===== config.mk =====
export PLATFORM = sky130hd
export DESIGN_NAME = hs_width_downsizer_flat
export DESIGN_NICKNAME = d
export VERILOG_FILES = /design/src/rtl/hs_width_downsizer_if.sv /design/src/rtl/hs_width_downsizer.sv /design/src/flat_wrapper.sv
export SDC_FILE = /design/constraint.sdc
export NUM_CORES = 1
export LEC_CHECK = 0
export CAP_MARGIN = 20
export CORE_ASPECT_RATIO = 1.4
export CORE_MARGIN = 10
export CORE_UTILIZATION = 50
export CTS_BUF_LIST = sky130_fd_sc_hd__clkbuf_4 sky130_fd_sc_hd__clkbuf_8 sky130_fd_sc_hd__clkbuf_16
export DETAILED_ROUTE_END_ITERATION = 10
export PLACE_DENSITY = 0.79
export SYNTH_ARGS = -nofsm -noshare
export SYNTH_HDL_FRONTEND = slang
export SYNTH_SLANG_ARGS = --single-unit

===== constraint.sdc =====
create_clock -name clk -period 2.7 [get_ports clk]
set_clock_uncertainty 0.1 [all_clocks]
set_input_delay 0.27 -clock clk [delete_from_list [all_inputs] [get_ports clk]]
set_output_delay 0.27 -clock clk [all_outputs]
set_load 0.05 [all_outputs]

===== src/rtl/hs_width_downsizer_if.sv =====
// Handshake bundle for hs_width_downsizer.
//   m_valid/m_ready/m_data[/m_len] : wide-word side (into the downsizer)
//   s_valid/s_ready/s_data/s_last  : narrow-beat side (out of the downsizer)
// Modports:
//   slave  : the downsizer's view (consumes wide words, produces beats)
//   master : the surrounding environment's view (the opposite directions)
// The m_len signal exists only when DOWNSIZER_PARTIAL_EN is defined.
interface hs_width_downsizer_if #(
  parameter int unsigned WIDTH = 8,
  parameter int unsigned RATIO = 4
);
`ifdef DOWNSIZER_PARTIAL_EN
  localparam int unsigned CW = $clog2(RATIO);
`endif

  logic                   m_valid;
  logic                   m_ready;
  logic [RATIO*WIDTH-1:0] m_data;
`ifdef DOWNSIZER_PARTIAL_EN
  logic [CW-1:0]          m_len;
`endif
  logic                   s_valid;
  logic                   s_ready;
  logic [WIDTH-1:0]       s_data;
  logic                   s_last;

`ifdef DOWNSIZER_PARTIAL_EN
  modport slave (
    input  m_valid, m_data, m_len, s_ready,
    output m_ready, s_valid, s_data, s_last
  );
  modport master (
    output m_valid, m_data, m_len, s_ready,
    input  m_ready, s_valid, s_data, s_last
  );
`else
  modport slave (
    input  m_valid, m_data, s_ready,
    output m_ready, s_valid, s_data, s_last
  );
  modport master (
    output m_valid, m_data, s_ready,
    input  m_ready, s_valid, s_data, s_last
  );
`endif
endinterface


===== src/rtl/hs_width_downsizer.sv =====
// Valid/ready width-downsizing stage: accepts one RATIO*WIDTH-bit word and emits it as
// RATIO WIDTH-bit beats, LSB slice first, flagging the final beat with s_last.
// Ports:
//   clk  : clock, all state on the rising edge
//   rst  : synchronous active-high reset
//   bus  : hs_width_downsizer_if.slave
//          m_valid/m_ready/m_data[/m_len] wide input, s_valid/s_ready/s_data/s_last beats out
// Optional feature macro: DOWNSIZER_PARTIAL_EN adds m_len (beats minus one) so a word may
// emit fewer than RATIO beats; values above RATIO-1 saturate to RATIO-1.
// s_valid, s_data and s_last come straight from registers; m_ready is combinational from
// registered state and s_ready only, so there is no m_valid -> s_valid path.
module hs_width_downsizer #(
  parameter int unsigned WIDTH = 8,
  parameter int unsigned RATIO = 4
) (
  input  logic                  clk,
  input  logic                  rst,
  hs_width_downsizer_if.slave   bus
);
  localparam int unsigned CW = $clog2(RATIO);
  localparam logic [CW-1:0] LastFull = CW'(RATIO - 1);

  typedef enum logic {StEmpty, StSend} state_e;

  state_e                      state_q, state_d;
  logic [RATIO-1:0][WIDTH-1:0] hold_q, hold_d;
  logic [CW-1:0]               beat_q, beat_d;
  logic [CW-1:0]               last_idx_q, last_idx_d;
  logic [WIDTH-1:0]            s_data_q, s_data_d;
  logic                        s_last_q, s_last_d;
  logic [CW-1:0]               load_last_idx;
  logic                        s_valid;
  logic                        beat_fire;
  logic                        m_ready;
  logic                        word_accept;

`ifdef DOWNSIZER_PARTIAL_EN
  assign load_last_idx = (bus.m_len > LastFull) ? LastFull : bus.m_len;
`else
  assign load_last_idx = LastFull;
`endif

  assign s_valid     = (state_q == StSend);
  assign beat_fire   = s_valid & bus.s_ready;
  // Free when empty, or when the final beat leaves this cycle (back-to-back words).
  assign m_ready     = ~rst & ((state_q == StEmpty) | (beat_fire & s_last_q));
  assign word_accept = bus.m_valid & m_ready;

  always_comb begin
    state_d    = state_q;
    hold_d     = hold_q;
    beat_d     = beat_q;
    last_idx_d = last_idx_q;
    s_data_d   = s_data_q;
    s_last_d   = s_last_q;

    if (beat_fire) begin
      if (s_last_q) begin
        state_d  = StEmpty;
        s_last_d = 1'b0;
      end else begin
        beat_d   = beat_q + CW'(1);
        s_data_d = hold_q[beat_d];
        s_last_d = (beat_d == last_idx_q);
      end
    end

    // A new word overrides the completion above when both happen in one cycle.
    if (word_accept) begin
      state_d    = StSend;
      hold_d     = bus.m_data;
      beat_d     = '0;
      last_idx_d = load_last_idx;
      s_data_d   = bus.m_data[WIDTH-1:0];
      s_last_d   = (load_last_idx == '0);
    end
  end

  always_ff @(posedge clk) begin
    if (rst) begin
      state_q    <= StEmpty;
      hold_q     <= '0;
      beat_q     <= '0;
      last_idx_q <= LastFull;
      s_data_q   <= '0;
      s_last_q   <= 1'b0;
    end else begin
      state_q    <= state_d;
      hold_q     <= hold_d;
      beat_q     <= beat_d;
      last_idx_q <= last_idx_d;
      s_data_q   <= s_data_d;
      s_last_q   <= s_last_d;
    end
  end

  assign bus.m_ready = m_ready;
  assign bus.s_valid = s_valid;
  assign bus.s_data  = s_data_q;
  assign bus.s_last  = s_last_q;
endmodule


===== src/flat_wrapper.sv =====
// flat-port wrapper written by rule: the top's interface ports become plain ports
module hs_width_downsizer_flat 
#(
  parameter int unsigned WIDTH = 8,
  parameter int unsigned RATIO = 4
)
  (clk, rst, bus_m_valid, bus_m_data, bus_s_ready, bus_m_ready, bus_s_valid, bus_s_data, bus_s_last);
  hs_width_downsizer_if #(.WIDTH(WIDTH), .RATIO(RATIO)) bus_i ();
  input  logic clk;
  input  logic rst;
  input wire logic [$bits(bus_i.m_valid)-1:0] bus_m_valid;
  input wire logic [$bits(bus_i.m_data)-1:0] bus_m_data;
  input wire logic [$bits(bus_i.s_ready)-1:0] bus_s_ready;
  output wire logic [$bits(bus_i.m_ready)-1:0] bus_m_ready;
  output wire logic [$bits(bus_i.s_valid)-1:0] bus_s_valid;
  output wire logic [$bits(bus_i.s_data)-1:0] bus_s_data;
  output wire logic [$bits(bus_i.s_last)-1:0] bus_s_last;
  assign bus_i.m_valid = bus_m_valid;
  assign bus_i.m_data = bus_m_data;
  assign bus_i.s_ready = bus_s_ready;
  assign bus_m_ready = bus_i.m_ready;
  assign bus_s_valid = bus_i.s_valid;
  assign bus_s_data = bus_i.s_data;
  assign bus_s_last = bus_i.s_last;
  hs_width_downsizer #(.WIDTH(WIDTH), .RATIO(RATIO)) u_core (.clk(clk), .rst(rst), .bus(bus_i));
endmodule

[Word-level counts from Yosys, hierarchy flattened]
Index checks and enable logic that the tools add are counted.
Operators by class
  $add $sub $neg: 1
  $lt $le $gt $ge: 1
  eq/ne operators: 2
  multiplexer cells: 9
  bitwise operators: 8
  reduce and logical (&&, ||, !) cells: 6
Operators with widths (number)
  8-bit two-way mux: 4
  8-bit binary-select mux with 2-bit select: 1
  2-bit AND reduction: 3
  1-bit bitwise AND: 4
  1-bit two-way mux: 4
  2-bit nonzero test: 2
  2-bit by 3-bit < comparator with 1-bit output (second input constant): 1
  1-bit inverter: 3
  2-bit by 1-bit adder with 2-bit output (second input constant): 1
  2-bit equality test (second input constant): 1
  2-bit != test (second input constant): 1
  2-bit OR reduction: 1
  1-bit bitwise OR: 1
Word-level totals
  bits in registers: 44
  output and inout bits: 11
  word-level logic and storage cells: 35

[Longest topological paths before layout]
  depth in word-level cells: 7
  mapped depth: 7
  gate-level depth less buffers: 5

[Worst setup path before layout]
Ideal clock, no wire load.
  path kind: register -> output
  from: register u_core.s_last_q, in the netlist u_core.bus.s_last
  to: output bus_m_ready
  arrival time: 1764 ps
  data required time: 2330 ps
  slack: 566 ps
  cell stages (with the launch flop): 4
  cells stage by stage: dfxtp_1 -> a21boi_0 -> clkbuf_1 -> nor2_1
Between the ends
  cells in the longest elaborated chain, start to end: 3
RTL lines
  start, declared: line hs_width_downsizer.sv:30  | logic s_last_q, s_last_d;
  start signal, assigned: line hs_width_downsizer.sv:93  | s_last_q <= s_last_d;
  1-bit bitwise AND: line hs_width_downsizer.sv:46  | assign m_ready = ~rst & ((state_q == StEmpty) | (beat_fire & s_last_q));
  1-bit bitwise OR: line hs_width_downsizer.sv:46
  1-bit bitwise AND: line hs_width_downsizer.sv:46
  end, declared: line flat_wrapper.sv:14  | output wire logic [$bits(bus_i.m_ready)-1:0] bus_m_ready;
Every way passes these cells.

[Worst setup path after layout]
  from: register u_core.beat_q[0]
  to: register u_core.s_data_q[7], in the netlist u_core.bus.s_data[7]
Between the ends
  cells in the longest elaborated chain, start to end: 6
RTL lines
  start, declared: line hs_width_downsizer.sv:27  | logic [CW-1:0] beat_q, beat_d;
  start signal, assigned: line hs_width_downsizer.sv:90  | beat_q <= beat_d;
  2-bit by 1-bit adder with 2-bit output: line hs_width_downsizer.sv:62  | beat_d = beat_q + CW'(1);
  8-bit binary-select mux with 2-bit select: line hs_width_downsizer.sv:63  | s_data_d = hold_q[beat_d];
  8-bit two-way mux (implied by the code): line hs_width_downsizer.sv:63
  8-bit two-way mux: line hs_width_downsizer.sv:58  | if (s_last_q) begin
  8-bit two-way mux: line hs_width_downsizer.sv:57  | if (beat_fire) begin
  8-bit two-way mux: line hs_width_downsizer.sv:69  | if (word_accept) begin
  end signal, assigned: line hs_width_downsizer.sv:92  | s_data_q <= s_data_d;
  end, declared: line hs_width_downsizer.sv:29  | logic [WIDTH-1:0] s_data_q, s_data_d;
Every way passes these cells. The select of a mux whose other input is x is not followed.
A chain may end at the register's enable or synchronous reset.

==> metrics <==
status completed; register area share after synthesis 40.5%; Post-DP HPWL 3130 µm; post-synth cell types 24; fillers 352; post-route ant nets 0; Internal Power between 1 and 1.5 mW; # diodes 0; TritonCTS clock tree yes; I/O pin count 47; setup bufs post-CTS 0; Crit Path Max Fanout 9; syn_nets 218; fin crit share 71.8%; CTS clk-pin slew, worst paths 90 ps; Combinational Power Share between 10% and 20%; First DRT Iteration DRCs 106; ys flop type dfxtp_1; CTS Hold Bufs 0; Routed WL between 4000 and 5000 µm; PortBufs 46; Finished Core Util 64.8%; sequential group share of total power ~47%; fraction of layout cells with a size suffix above 1 24.6%; GRT overflow 0; asr flop ratio synth 0%; max frequency roughly 520 MHz; clock root cell clkbuf_8; GRT Util Overall around an eighth; switch share 25.3%; initial antenna violation count 0; worst hold path class register to register; Yosys reg bits 44; Post-synth EDFFs 0; clock sink count 44; worst setup path category register to register; pwr/cell area 564 mW/mm²; setup violators final 0; total core area 0.00420 mm²; setup TNS 0 ps; GPL Wtd Cong slightly above 0.7; Required @ worst endpoint roughly 2800 ps; first drt pass iteration count 6; Crit path arrival time roughly 2000 ps; RSZ-0062 raised after global routing false; Peak VDD IR 0.000348 V; commonest non-fill, non-tap cell in the layout clkdlybuf4s50_1; clk_lat worst skew 300 ps; P_sw ~0.4 mW; number of global-route vias before repair 1501; first-pass GRT wire length 7350 µm; relative max-transition margin between 60% and 70%; Tightest Pin Transition 526 ps; Die Y 98.1 µm; Cell Area, Synth between 0.002 and 0.0025 mm²; synthesized area per cell between 10 and 15 µm²; CP Launch Type register; Slew Viols, Final 0; Clk network pwr share approximately 34%; Die X 75.8 µm; Residual DRC 0; H-tree depth 2; Final Hold Fails 0; fin nets 260; Die Area 0.00743 mm²; Initial Util around 52%; wire per inst 16.6 µm; cell count after synthesis 181; largest net degree at the start of global routing 46; maxcap violations 0; Ys Warns 0; drt via density 5.39; Vias 1450; minimum clock period 1940 ps; P_leak 1.14 nW; Placement Rows 28; Resize count post-CTS 0; CTS buffer count 5; Worst setup EP type register; Area Overhead vs Synth 25.1%; Clock Path Buffers 2; commonest non-fill, non-tap cells in the layout clkdlybuf4s50_1, dfxtp_1, mux2_4
critical path, cell delays in order (launching register included):
cell,delay [ps]
dfxtp_1,330
inv_1,50
ha_1,590
mux4_2,580
nand2_1,80
a311oi_1,80
path summary, 6_finish.rpt:
| path | from | endpoint | slack (ps) | cells after the start |
|---|---|---|---|---|
| worst min register to register | u_core.bus.s_data[2] | u_core.bus.s_data[2] | 390 | 2 |
| worst min-delay path | u_core.bus.s_data[2] | u_core.bus.s_data[2] | 390 | 2 |
| worst max-delay path | u_core.beat_q[0] | u_core.bus.s_data[7] | 760 | 5 |
| worst max register to register | u_core.beat_q[0] | u_core.bus.s_data[7] | 760 | 5 |
state kept, by name, indices dropped and copies added, names as in the netlist:
name                count
u_core.hold_q          32
u_core.bus.s_data       8
u_core.beat_q           2
u_core.bus.s_last       1
u_core.bus.s_valid      1
power by group through the flow:
| stage | logic (mW) | clock network (mW) | registers (mW) |
|---|---|---|---|
| floorplan | 0.178 | 0 | 0.760 |
| global placement | 0.300 | 0 | 0.732 |
| detailed placement | 0.304 | 0 | 0.733 |
| CTS | 0.305 | 0.528 | 0.718 |
| global route | 0.323 | 0.544 | 0.725 |
| finish | 0.302 | 0.515 | 0.718 |
layer usage:
metal	part of all wire, %	GRT usage [%]	up-vias
li1	-	-	717
met1	43	15.5	698
met2	51	20.3	31
met3	4.3	3.24	4
met4	1.3	4.73	0
met5	0	0	-
kinds of logic (layout without fill, tap and decap cells):
family / count (synthesis) / in the layout / synth area share (%)
DFF: 44 / 44 / 40.5
xor gates and xnor gates: 1 / 1 / 0.402
buffers and inverters: 16 / 59 / 6.49
muxes: 41 / 41 / 30.8
adders and majority gates: 1 / 1 / 0.575
AOI/OAI and AO/OA: 11 / 11 / 4.31
and+or+nand+nor: 67 / 67 / 17.0
synth_stat cells, types with 2 or more instances:
| cell | number | share of area, % |
|---|---|---|
| buf_6 | 4 | 2.1 |
| a311oi_1 | 8 | 3.2 |
| buf_2 | 2 | 0.46 |
| nor3_1 | 9 | 2.1 |
| buf_12 | 3 | 2.8 |
| and2b_1 | 4 | 1.4 |
| mux2_4 | 32 | 22 |
| clkbuf_1 | 6 | 1.0 |
| nor2_1 | 6 | 1.0 |
| dfxtp_1 | 44 | 40 |
| nor2b_1 | 28 | 8.0 |
| mux4_2 | 8 | 8.3 |
| nand2_1 | 16 | 2.8 |
layout make-up:
type,count,area (µm²),area share (%)
Multi-Input combinational cell,121,1150,42.4
Clock buffer,5,68.8,2.53
Inverter,1,3.75,0.138
Clock inverter,3,46.3,1.70
Tap cell,45,56.3,2.07
Sequential cell,44,881,32.3
Timing Repair Buffer,50,513,18.8
through the flow:
step                      instance area, µm²  instances  hold slack, ps  worst slack (ps)  power (mW)
after detailed placement                2610        261             380               496        1.04
after global routing                    2720        269             421               635        1.59
after global placement                  2610        261             377               510        1.03
final                                   2720        269             391               762        1.54
after CTS                               2720        269             395               725        1.55
after floorplan                         2180        181             291               566       0.938
Note: power is estimated with default switching activity, not from simulation.
